==> src/rtl/mmio_timer.sv <==
// Memory-mapped prescaled timer with compare/match interrupt and a GPIO output register.
// Reads are combinational off the core's data address; writes commit on the rising clock edge.
module mmio_timer #(
  parameter logic [31:0] BASE_ADDR = 32'hFFFF0000,
  parameter int          GPIO_W    = 8
) (
  input  logic              clk,
  input  logic              reset,
  input  logic              memwrite,
  input  logic [31:0]       memaddr,
  input  logic [31:0]       memwritedata,
  output logic              sel,
  output logic [31:0]       rdata,
  output logic [GPIO_W-1:0] gpio_out,
  output logic              irq
);

  localparam logic [2:0] IDX_CTRL     = 3'd0;
  localparam logic [2:0] IDX_COUNT    = 3'd1;
  localparam logic [2:0] IDX_COMPARE  = 3'd2;
  localparam logic [2:0] IDX_STATUS   = 3'd3;
  localparam logic [2:0] IDX_GPIO     = 3'd4;
  localparam logic [2:0] IDX_PRESCALE = 3'd5;

  logic              r_en;
  logic              r_autoreload;
  logic              r_irqen;
  logic [31:0]       r_count;
  logic [31:0]       r_compare;
  logic              r_match;
  logic [GPIO_W-1:0] r_gpio;
  logic [15:0]       r_prescale;
  logic [15:0]       r_pcnt;

  logic        w_sel;
  logic [2:0]  w_idx;
  logic        w_we;
  logic        w_wr_ctrl;
  logic        w_wr_count;
  logic        w_wr_compare;
  logic        w_wr_status;
  logic        w_wr_gpio;
  logic        w_wr_prescale;
  logic        w_tick;
  logic        w_hit;
  logic [31:0] w_gpio_ext;
  logic        w_unused_addr;

  assign w_sel         = (memaddr[31:5] == BASE_ADDR[31:5]);
  assign w_idx         = memaddr[4:2];
  assign w_we          = memwrite & w_sel;
  assign w_wr_ctrl     = w_we && (w_idx == IDX_CTRL);
  assign w_wr_count    = w_we && (w_idx == IDX_COUNT);
  assign w_wr_compare  = w_we && (w_idx == IDX_COMPARE);
  assign w_wr_status   = w_we && (w_idx == IDX_STATUS);
  assign w_wr_gpio     = w_we && (w_idx == IDX_GPIO);
  assign w_wr_prescale = w_we && (w_idx == IDX_PRESCALE);
  assign w_unused_addr = &{1'b0, memaddr[1:0]};

  // A tick is a counter step; a hit is a tick that lands on COMPARE.
  assign w_tick = r_en && (r_pcnt == r_prescale);
  assign w_hit  = w_tick && (r_count == r_compare);

  always_ff @(posedge clk or negedge reset) begin
    if (!reset) begin
      r_pcnt <= '0;
    end else if (w_wr_ctrl || w_wr_prescale) begin
      r_pcnt <= '0;
    end else if (r_en) begin
      r_pcnt <= w_tick ? 16'd0 : r_pcnt + 16'd1;
    end
  end

  always_ff @(posedge clk or negedge reset) begin
    if (!reset) begin
      r_en         <= 1'b0;
      r_autoreload <= 1'b0;
      r_irqen      <= 1'b0;
    end else if (w_wr_ctrl) begin
      r_en         <= memwritedata[0];
      r_autoreload <= memwritedata[1];
      r_irqen      <= memwritedata[2];
    end else if (w_hit && !r_autoreload) begin
      r_en <= 1'b0;
    end
  end

  // Software COUNT write overrides whatever the tick would have done.
  always_ff @(posedge clk or negedge reset) begin
    if (!reset) begin
      r_count <= '0;
    end else if (w_wr_count) begin
      r_count <= memwritedata;
    end else if (w_hit) begin
      if (r_autoreload) r_count <= '0;
    end else if (w_tick) begin
      r_count <= r_count + 32'd1;
    end
  end

  // Hardware match set beats a same-edge write-1-to-clear.
  always_ff @(posedge clk or negedge reset) begin
    if (!reset) begin
      r_match <= 1'b0;
    end else if (w_hit) begin
      r_match <= 1'b1;
    end else if (w_wr_status && memwritedata[0]) begin
      r_match <= 1'b0;
    end
  end

  always_ff @(posedge clk or negedge reset) begin
    if (!reset) begin
      r_compare  <= 32'hFFFF_FFFF;
      r_gpio     <= '0;
      r_prescale <= '0;
    end else begin
      if (w_wr_compare)  r_compare  <= memwritedata;
      if (w_wr_gpio)     r_gpio     <= memwritedata[GPIO_W-1:0];
      if (w_wr_prescale) r_prescale <= memwritedata[15:0];
    end
  end

  assign w_gpio_ext = 32'(r_gpio);

  always_comb begin
    rdata = '0;
    if (w_sel) begin
      case (w_idx)
        IDX_CTRL:     rdata = {29'd0, r_irqen, r_autoreload, r_en};
        IDX_COUNT:    rdata = r_count;
        IDX_COMPARE:  rdata = r_compare;
        IDX_STATUS:   rdata = {31'd0, r_match};
        IDX_GPIO:     rdata = w_gpio_ext;
        IDX_PRESCALE: rdata = {16'd0, r_prescale};
        default:      rdata = '0;
      endcase
    end
  end

  assign sel      = w_sel;
  assign gpio_out = r_gpio;
  assign irq      = r_match & r_irqen;

endmodule

==> config.mk <==
export PLATFORM = sky130hd
export DESIGN_NAME = mmio_timer
export DESIGN_NICKNAME = d
export VERILOG_FILES = /design/src/rtl/mmio_timer.sv
export SDC_FILE = /design/constraint.sdc
export NUM_CORES = 1
export LEC_CHECK = 0
export ABC_CLOCK_PERIOD_IN_PS = 7700
export BUFFER_PORTS_ARGS = -buffer_cell sky130_fd_sc_hd__buf_2
export CAP_MARGIN = 20
export CORE_ASPECT_RATIO = 0.7
export CORE_MARGIN = 5
export CORE_UTILIZATION = 55
export DETAILED_ROUTE_END_ITERATION = 8
export GPL_TIMING_DRIVEN = 1
export PLACE_DENSITY = 0.88
export SKIP_CTS_REPAIR_TIMING = 1
export SYNTH_ARGS = -nofsm -noshare
export SYNTH_HDL_FRONTEND = slang
export SYNTH_SLANG_ARGS = --single-unit
==> constraint.sdc <==
create_clock -name clk -period 7.7 [get_ports clk]
set_clock_uncertainty 0.05 [all_clocks]
set_input_delay 1.155 -clock clk [delete_from_list [all_inputs] [get_ports clk]]
set_output_delay 1.155 -clock clk [all_outputs]
set_load 0.005 [all_outputs]
# Word-level counts from Yosys, hierarchy flattened
# Cells that the tools add are included.
# word_totals
inputBits	67
register_bits	108
mem_bits_ro	0
word_cells	53
n_memories	0
output_inout_bits	42
latchBits	0
ramBits	0
# classes
n_mul	0
n_reduce_logical	18
div	0
n_eq_ne	9
n_addsub	2
bitwise	2
mux	13
magnitude_cmp	0
shift	0
# ops
op	n
one-hot mux 32 bit (6 select lines)	1
2-to-1 mux 32 bit	5
2-to-1 mux 16 bit	3
adder 32 x 1 -> 32 bit, second input constant	1
== test 32 bit	1
== test 27 bit, second input constant	1
adder 16 x 1 -> 16 bit, second input constant	1
== test 16 bit	1
logical AND 1 bit	10
== test 3 x 2 -> 1 bit, second input constant	2
== test 3 bit, second input constant	2
nonzero test 2 bit	3
2-to-1 mux 1 bit	4
== test 3 x 1 -> 1 bit, second input constant	1
zero test 3 bit	1
!= test 3 bit, second input constant	1
nonzero test 3 bit	1
AND 1 bit	2
AND reduction 2 bit	1
zero test 1 bit	1
logical OR 1 bit	1

# Longest topological paths before layout
# Gate-level depths: netlist (run 1).
# logic_depth
depth_word	6
ltp_mapped	10
ltp_nobuf	7

# Worst setup path after synthesis (run 1)
# No wires, ideal clock.
# synth_timing
kind	input -> output
start	input port memaddr[4]
end	output port rdata[12]
path_stages	7
arrival_time_ns	2.712
t_required_ns	6.495
path_slack_ns	3.783
cell_sequence	buf_1 > buf_1 > buf_1 > mux2i_1 > nor2_1 > a21oi_1 > nor2_1
# synth_between
elab_chain_len	3
word_cells_on_any_way	8
# synth_lines
item	line_no	text
start, declared	10	input logic [31:0] memaddr,
== test 3 bit (tied with other cells)	129	case (w_idx)
one-hot mux 32 bit (6 select lines) *	129	
2-to-1 mux 32 bit *	128	if (w_sel) begin
end, declared	13	output logic [31:0] rdata,
# Every way passes the cells marked *; elsewhere a longest branch is shown, timed or not.

# Worst setup path after layout (run 1)
# layout_timing
start	input port memaddr[2]
end	output port rdata[16]
# Same word-level chain as after synthesis.

==> results of run 1 <==
-- per-layer routing --
metal | share of wire | vias to the layer above
met4 | 0.011 | 0
li1 | - | 2766
met1 | 0.42 | 3040
met3 | 0.12 | 28
met5 | 0 | -
met2 | 0.44 | 363
-- kinds of logic after synthesis --
kind of cell               synth area share
AOI/OAI and AO/OA                    0.1564
xor gates and xnor gates            0.08068
adders and majority gates          0.003658
buffers and inverters               0.04574
DFF                                  0.4010
muxes                                0.1257
and+or+nand+nor                      0.1868
-- layout make-up --
| class | instances | area (sq um) |
|---|---|---|
| clock inverters | 3 | 43.79 |
| flip-flops and latches | 108 | 2743 |
| inverters | 16 | 60.06 |
| fillers | 1004 | 4534 |
| well taps | 162 | 202.7 |
| clock buffers | 13 | 271.5 |
| repair buffers | 118 | 643.1 |
| multi-input cells | 540 | 3796 |
-- path summary, 6_finish.rpt --
kind	startpoint	slack (ns)	endpoint
max	memaddr[2]	3.58	rdata[16]
min	gpio_out[1]	0.49	gpio_out[1]
max reg2reg	r_count[15]	4.42	r_count[1]
min reg2reg	gpio_out[1]	0.49	gpio_out[1]
max in group asynchronous	reset	5.58	r_count[31]
min in group asynchronous	reset	0.73	gpio_out[0]
-- sequential cells by signal, summed over array words and instances (netlist names) --
register / flops
r_prescale: 16
r_en: 1
r_irqen: 1
gpio_out: 8
r_pcnt: 16
r_compare: 32
r_match: 1
r_autoreload: 1
r_count: 32
-- cell usage in the layout (no fill, tap or decap), drive strengths merged, types with 3 or more instances in the layout --
cell / count
buf: 118
nor2: 79
dfrtp: 76
mux2: 63
nand2: 53
xor2: 41
dfstp: 32
nand3: 23
a22oi: 22
xnor2: 22
a21oi: 22
o21ai: 22
nor4: 20
inv: 16
nor3: 16
mux2i: 15
nand4: 14
clkbuf: 13
o41ai: 12
a31o: 12
a31oi: 11
and3: 8
and2: 8
and4: 8
a21bo: 6
nor3b: 6
a211oi: 6
nor4b: 5
o22a: 5
o31ai: 5
nand3b: 3
o211ai: 3
or4: 3
-- synthesized netlist by cell type (15+ instances only) --
cell,instances
nor4_1,20
mux2_2,63
nor3_1,16
nand3_1,23
xnor2_1,22
inv_1,16
o21ai_0,19
dfstp_2,32
mux2i_1,15
clkbuf_1,26
nand2_1,53
a21oi_1,21
nor2_1,79
xor2_1,41
dfrtp_1,76
a22oi_1,22
-- per-stage QoR --
step | cells | utilization
CTS | 959 | 0.6306
detailed placement | 943 | 0.6049
global route | 960 | 0.6312
finish | 960 | 0.6312
floorplan | 713 | -
global placement | 942 | 0.6027
-- worst max-delay path, stage by stage --
cell and delay [ns]:
buf_2 0.30, nand2b_1 0.42, nor2_1 0.31, buf_4 0.30
a22oi_1 0.15, nor2_1 0.12, buf_2 0.13
-- power breakdown --
group	internal (uW)	switching (uW)	total (uW)	leakage, uW
sequential	568	0.0172	568	0.00124
clock	282	211	493	0.000155
combinational	21.5	40.3	61.9	0.00200
==> reports/summary.txt, run 1 <==
final wirelength: 20,060 um
HP Class: flip-flop to flip-flop
Die Ht: 103.3 um
Post-Syn Area: 6839 sq um
Slew @ Worst Pin: 1.089 ns
P_leak: 0.003391 uW
leading area contributor after synthesis: dfrtp_1
clock slew at reported path FFs: 0.07 ns
number of flops mapped to enable cells by yosys: 0
final period utilization: 0.5345
final worst slack: 3.584 ns
Layout area overhead: 13.47%
H-Tree Depth: 3
Placed Area: 7437 sq um
ANT nets after route: 0
clock root cell: clkbuf_16
final instance area: 7760 sq um
largest net degree at the start of global routing: 69
pwr dens: 144.6 nW/um^2
GRT busiest layer: met2
port bufs: 106
max-slew violations: 0
GP Congestion: 0.9579
DP Worst Slack: 3.597 ns
crit path capture type: output port
die footprint: 14,800 sq um
net count after synthesis: 782
status: completed
overall power: 1122 uW
CORE AREA: 12,290 sq um
Max VDD drop: 0.1088 mV
met2 Usage GRT: 0.4174
R2R cell count: 6
antenna fix cells: 0
register area share after synthesis: 0.4010
CTS tree: built
endpoints failing setup: 0
Critical Path RT: 6.49 ns
grt met1 use: 0.4013
DRT Pass-1 Iters: 5
Synth Flop Type: dfrtp_1
hold path depth: 1
Max-Cap Viols: 0
die extent in x: 143.3 um
Post-Syn Instances: 713
grt total ovfl: 0
FMAX: 0.2430 GHz
register bit count reported by yosys: 108
Top-Level Pins: 109
layout cells sized above 1: 0.3258
Initial Utilization: 0.5563
post-synth top area share: 0.2781
first-pass GRT wire length: 32,080 um
Worst-Skew Late Latency: 0.35 ns
met3 global-route usage: 0.09697
Final nets: 862
clock sinks: 108
WL per Instance: 20.89 um
number of antenna violations at the first check in global routing: 0
Worst setup SP type: input pin
row count: 34
gr usage total: 0.2783
DP HPWL: 14,250 um
vias per inst: 6.455
WS Path Type: input pin to output port
setup_tns: 0 ns
Clock Path Buffers: 2
post-synthesis average cell area: 9.592 sq um
Fin. Hold Viols: 0
initial drt markers: 847
hold_ws: 0.4877 ns
Async SR Flop Fraction: 1.000
number of distinct library cells after synthesis: 67
max_slew headroom: 0.2718
vias in the first global route: 5,846
top post-synthesis cells by area: dfrtp_1, dfstp_2, mux2_2, xor2_1, nor2_1
Num CTS Buffers: 9
vias: 6,197
min Tclk post-route: 4.116 ns
CP Max Fanout: 17
DRC viols: 0
Yosys Warn Count: 0
RSZ-0062 raised after global routing: no
crit path DAT: 2.91 ns
Note: power is estimated with default switching activity, not from simulation.
==> run 2, diff against run 1 <==
--- a/config.mk
+++ b/config.mk
@@ -5,7 +5,8 @@
 export SDC_FILE = /design/constraint.sdc
 export NUM_CORES = 1
 export LEC_CHECK = 0
-export ABC_CLOCK_PERIOD_IN_PS = 7700
+export ABC_AREA = 1
+export ABC_CLOCK_PERIOD_IN_PS = 4300
 export BUFFER_PORTS_ARGS = -buffer_cell sky130_fd_sc_hd__buf_2
 export CAP_MARGIN = 20
 export CORE_ASPECT_RATIO = 0.7
@@ -13,7 +14,7 @@
 export CORE_UTILIZATION = 55
 export DETAILED_ROUTE_END_ITERATION = 8
 export GPL_TIMING_DRIVEN = 1
-export PLACE_DENSITY = 0.88
+export PLACE_DENSITY = 0.87
 export SKIP_CTS_REPAIR_TIMING = 1
 export SYNTH_ARGS = -nofsm -noshare
 export SYNTH_HDL_FRONTEND = slang
==> constraint.sdc (replaced) <==
create_clock -name clk -period 4.3 [get_ports clk]
set_clock_uncertainty 0.05 [all_clocks]
set_input_delay 0.645 -clock clk [delete_from_list [all_inputs] [get_ports clk]]
set_output_delay 0.645 -clock clk [all_outputs]
set_load 0.005 [all_outputs]
==> run 2 against run 1 <==
Clock power grew 64%; first-iteration DRC count grew 22%; critical path depth grew 1; global-route usage grew 1.2 points; critical path type unchanged; critical endpoint is now rdata[9]; largest power group unchanged.
==> reports/summary.txt, run 2 <==
status: completed
CORE AREA: 14,010 sq um (+14%)
crit path DAT: 2.34 ns (-0.57 ns)
initial drt markers: 1,030 (+22%)
number of antenna violations at the first check in global routing: 0 (unchanged)
HP Class: input pin to asynchronous set/reset pin
Post-Syn Area: 7916 sq um (+16%)
gr usage total: 0.2904 (+0.01209)
CTS tree: built
CP dominant cell by count: buf_2
number of flops mapped to enable cells by yosys: 0 (unchanged)
register bit count reported by yosys: 108 (unchanged)
top post-synthesis cells by area: nand2_1, dfrtp_1, dfstp_2, inv_1, nand3_1
Max-Cap Viols: 0 (unchanged)
clock sinks: 108 (unchanged)
largest net degree at the start of global routing: 47 (-32%)
Yosys Warn Count: 0 (unchanged)
number of distinct library cells after synthesis: 37 (-45%)
Critical path buffers and inverters: 5 (+2)
crit-path max cell delay: 0.43 ns (about the same)
Final nets: 1,449 (+68%)
Layout area overhead: 11.49%
die extent in x: 153.4 um (+7.1%)
clock root cell: clkbuf_16
leading area contributor after synthesis: nand2_1
die footprint: 16,930 sq um (+14%)
vias per inst: 5.539 (-14%)
GP Congestion: 0.9592 (+0.14%)
setup_tns: 0 ns (unchanged)
final wirelength: 24,170 um (+21%)
clock slew at reported path FFs: 0.08 ns (about the same)
commonest non-fill, non-tap cells in the layout: nand2_1, inv_1, nor2_1
first-pass GRT wire length: 39,940 um (+25%)
DP Worst Slack: 1.296 ns (-2.301 ns)
Slew @ Worst Pin: 1.037 ns (-0.05197 ns)
vias: 8,724 (+41%)
Crit path max-delay family: buffers and inverters
row count: 36 (+5.9%)
Worst setup SP type: input pin
Post-Syn Instances: 1,307 (+83%)
fillcell total: 1,305 (+30%)
grt total ovfl: 0 (unchanged)
Worst-Skew Late Latency: 0.36 ns (about the same)
most frequent cells after synthesis: nand2_1, inv_1, nor2_1, nand3_1, dfrtp_1
crit-path cells: buf_2 > inv_1 > nand3_1 > clkinv_1 > buf_4 > nand2_1 > a31oi_1 > buf_2
port bufs: 106 (unchanged)
crit path capture type: output port
Fin. Hold Viols: 0 (unchanged)
Regs by FF count: r_compare: 32 flops, r_count: 32 flops
Top-Level Pins: 109 (unchanged)
WL per Instance: 15.35 um (-27%)
leading cell type in the layout, fill and taps excluded: nand2_1
ANT nets after route: 0 (unchanged)
register area share after synthesis: 0.3465 (-0.05457)
most common cell in the netlist: nand2_1
pwr dens: 217.3 nW/um^2 (+50%)
layout cells sized above 1: 0.1350 (-0.1908)
DRC viols: 0 (unchanged)
final worst slack: 1.265 ns (-2.319 ns)
post-synth top area share: 0.2646 (-0.01350)
max_slew headroom: 0.3078 (+0.03605)
post-synthesis average cell area: 6.057 sq um (-37%)
Synth Flop Type: dfrtp_1
DP HPWL: 17,700 um (+24%)
H-Tree Depth: 3 (unchanged)
FMAX: 0.3295 GHz
CP Max Fanout: 41 (+24)
P_leak: 0.004598 uW (+36%)
Die Ht: 110.4 um (+6.9%)
antenna fix cells: 0 (unchanged)
Async SR Flop Fraction: 1.000 (unchanged)
Num CTS Buffers: 9 (unchanged)
WS Path Type: input pin to output port
max-slew violations: 0 (unchanged)
Clock Path Buffers: 2 (unchanged)
net count after synthesis: 1,376 (+76%)
min Tclk post-route: 3.035 ns
endpoints failing setup: 0 (unchanged)
vias in the first global route: 8,114 (+39%)
Initial Utilization: 0.5651 (+0.008833)
Max VDD drop: 0.1829 mV (+68%)
Critical Path RT: 3.61 ns (-2.88 ns)
RSZ-0062 raised after global routing: no
CP max stage cell: buf_4
DRT Pass-1 Iters: 6 (+1)
final period utilization: 0.7057
run 2: changes by cell type after synthesis, sizes merged, moves of 21 or more:
cell / previous run / this run
nand2: 53 / 561
inv: 16 / 157
nand3: 23 / 105
mux2: 63 / 0
nor2: 79 / 121
o21ai: 22 / 55
a22oi: 22 / 0
xnor2: 22 / 0
nand4: 14 / 35
run 2: stage by stage:
step / instance area (sq um) / cells / utilization / hold WS [ns] / total power (uW)
finish: 8826 / 1575 / 0.6300 / 0.2304 / 1918
global route: 8826 / 1575 / 0.6300 / 0.2877 / 1974
CTS: 8811 / 1574 / 0.6290 / 0.2580 / 1924
detailed placement: 8536 / 1558 / 0.6093 / 0.4218 / 1130
global placement: 8536 / 1558 / 0.6093 / 0.4164 / 1128
floorplan: 7916 / 1307 / - / 0.2994 / 1058
run 2: layout make-up:
class | count | area (sq um) | share of cell area
flip-flops and latches | 108 | 2743 | 0.3107
repair buffers | 119 | 638.1 | 0.07230
well taps | 190 | 237.7 | 0.02694
multi-input cells | 981 | 4328 | 0.4904
inverters | 161 | 604.3 | 0.06847
clock buffers | 9 | 225.2 | 0.02552
clock inverters | 7 | 50.05 | 0.005671
run 2: metal layers:
metal / global-route usage / vias to the layer above / routed length (um)
met5: 0 / - / 0
met4: 0.07372 / 0 / 337
met3: 0.08037 / 32 / 2966
met2: 0.4262 / 501 / 9969
met1: 0.4257 / 3979 / 10900
li1: - / 4212 / -
run 2: cells by family after synthesis:
family                     synth area share
AOI/OAI and AO/OA                   0.06844
xor gates and xnor gates            0.03098
adders and majority gates          0.003161
buffers and inverters                0.1086
DFF                                  0.3465
and+or+nand+nor                      0.4424
run 2: path summary, 6_finish.rpt:
kind	start	endpoint	slack, ns	cells after the start
worst max-delay path	memaddr[4]	rdata[9]	1.27	8
worst min-delay path	reset	r_prescale[4]	0.23	1
worst min register to register	r_compare[31]	r_compare[31]	0.44	2
max in group asynchronous	reset	r_compare[11]	3.06	2
min in group clk	r_compare[31]	r_compare[31]	0.44	2
worst max register to register	r_pcnt[0]	r_count[4]	1.39	12
run 2: power by group:
part | internal (uW) | switching [uW] | leakage (uW) | total, uW
registers | 1020 | 0.0000480 | 0.00139 | 1020
clock network | 398 | 408 | 0.000140 | 807
logic | 29.3 | 65.9 | 0.00307 | 95.2
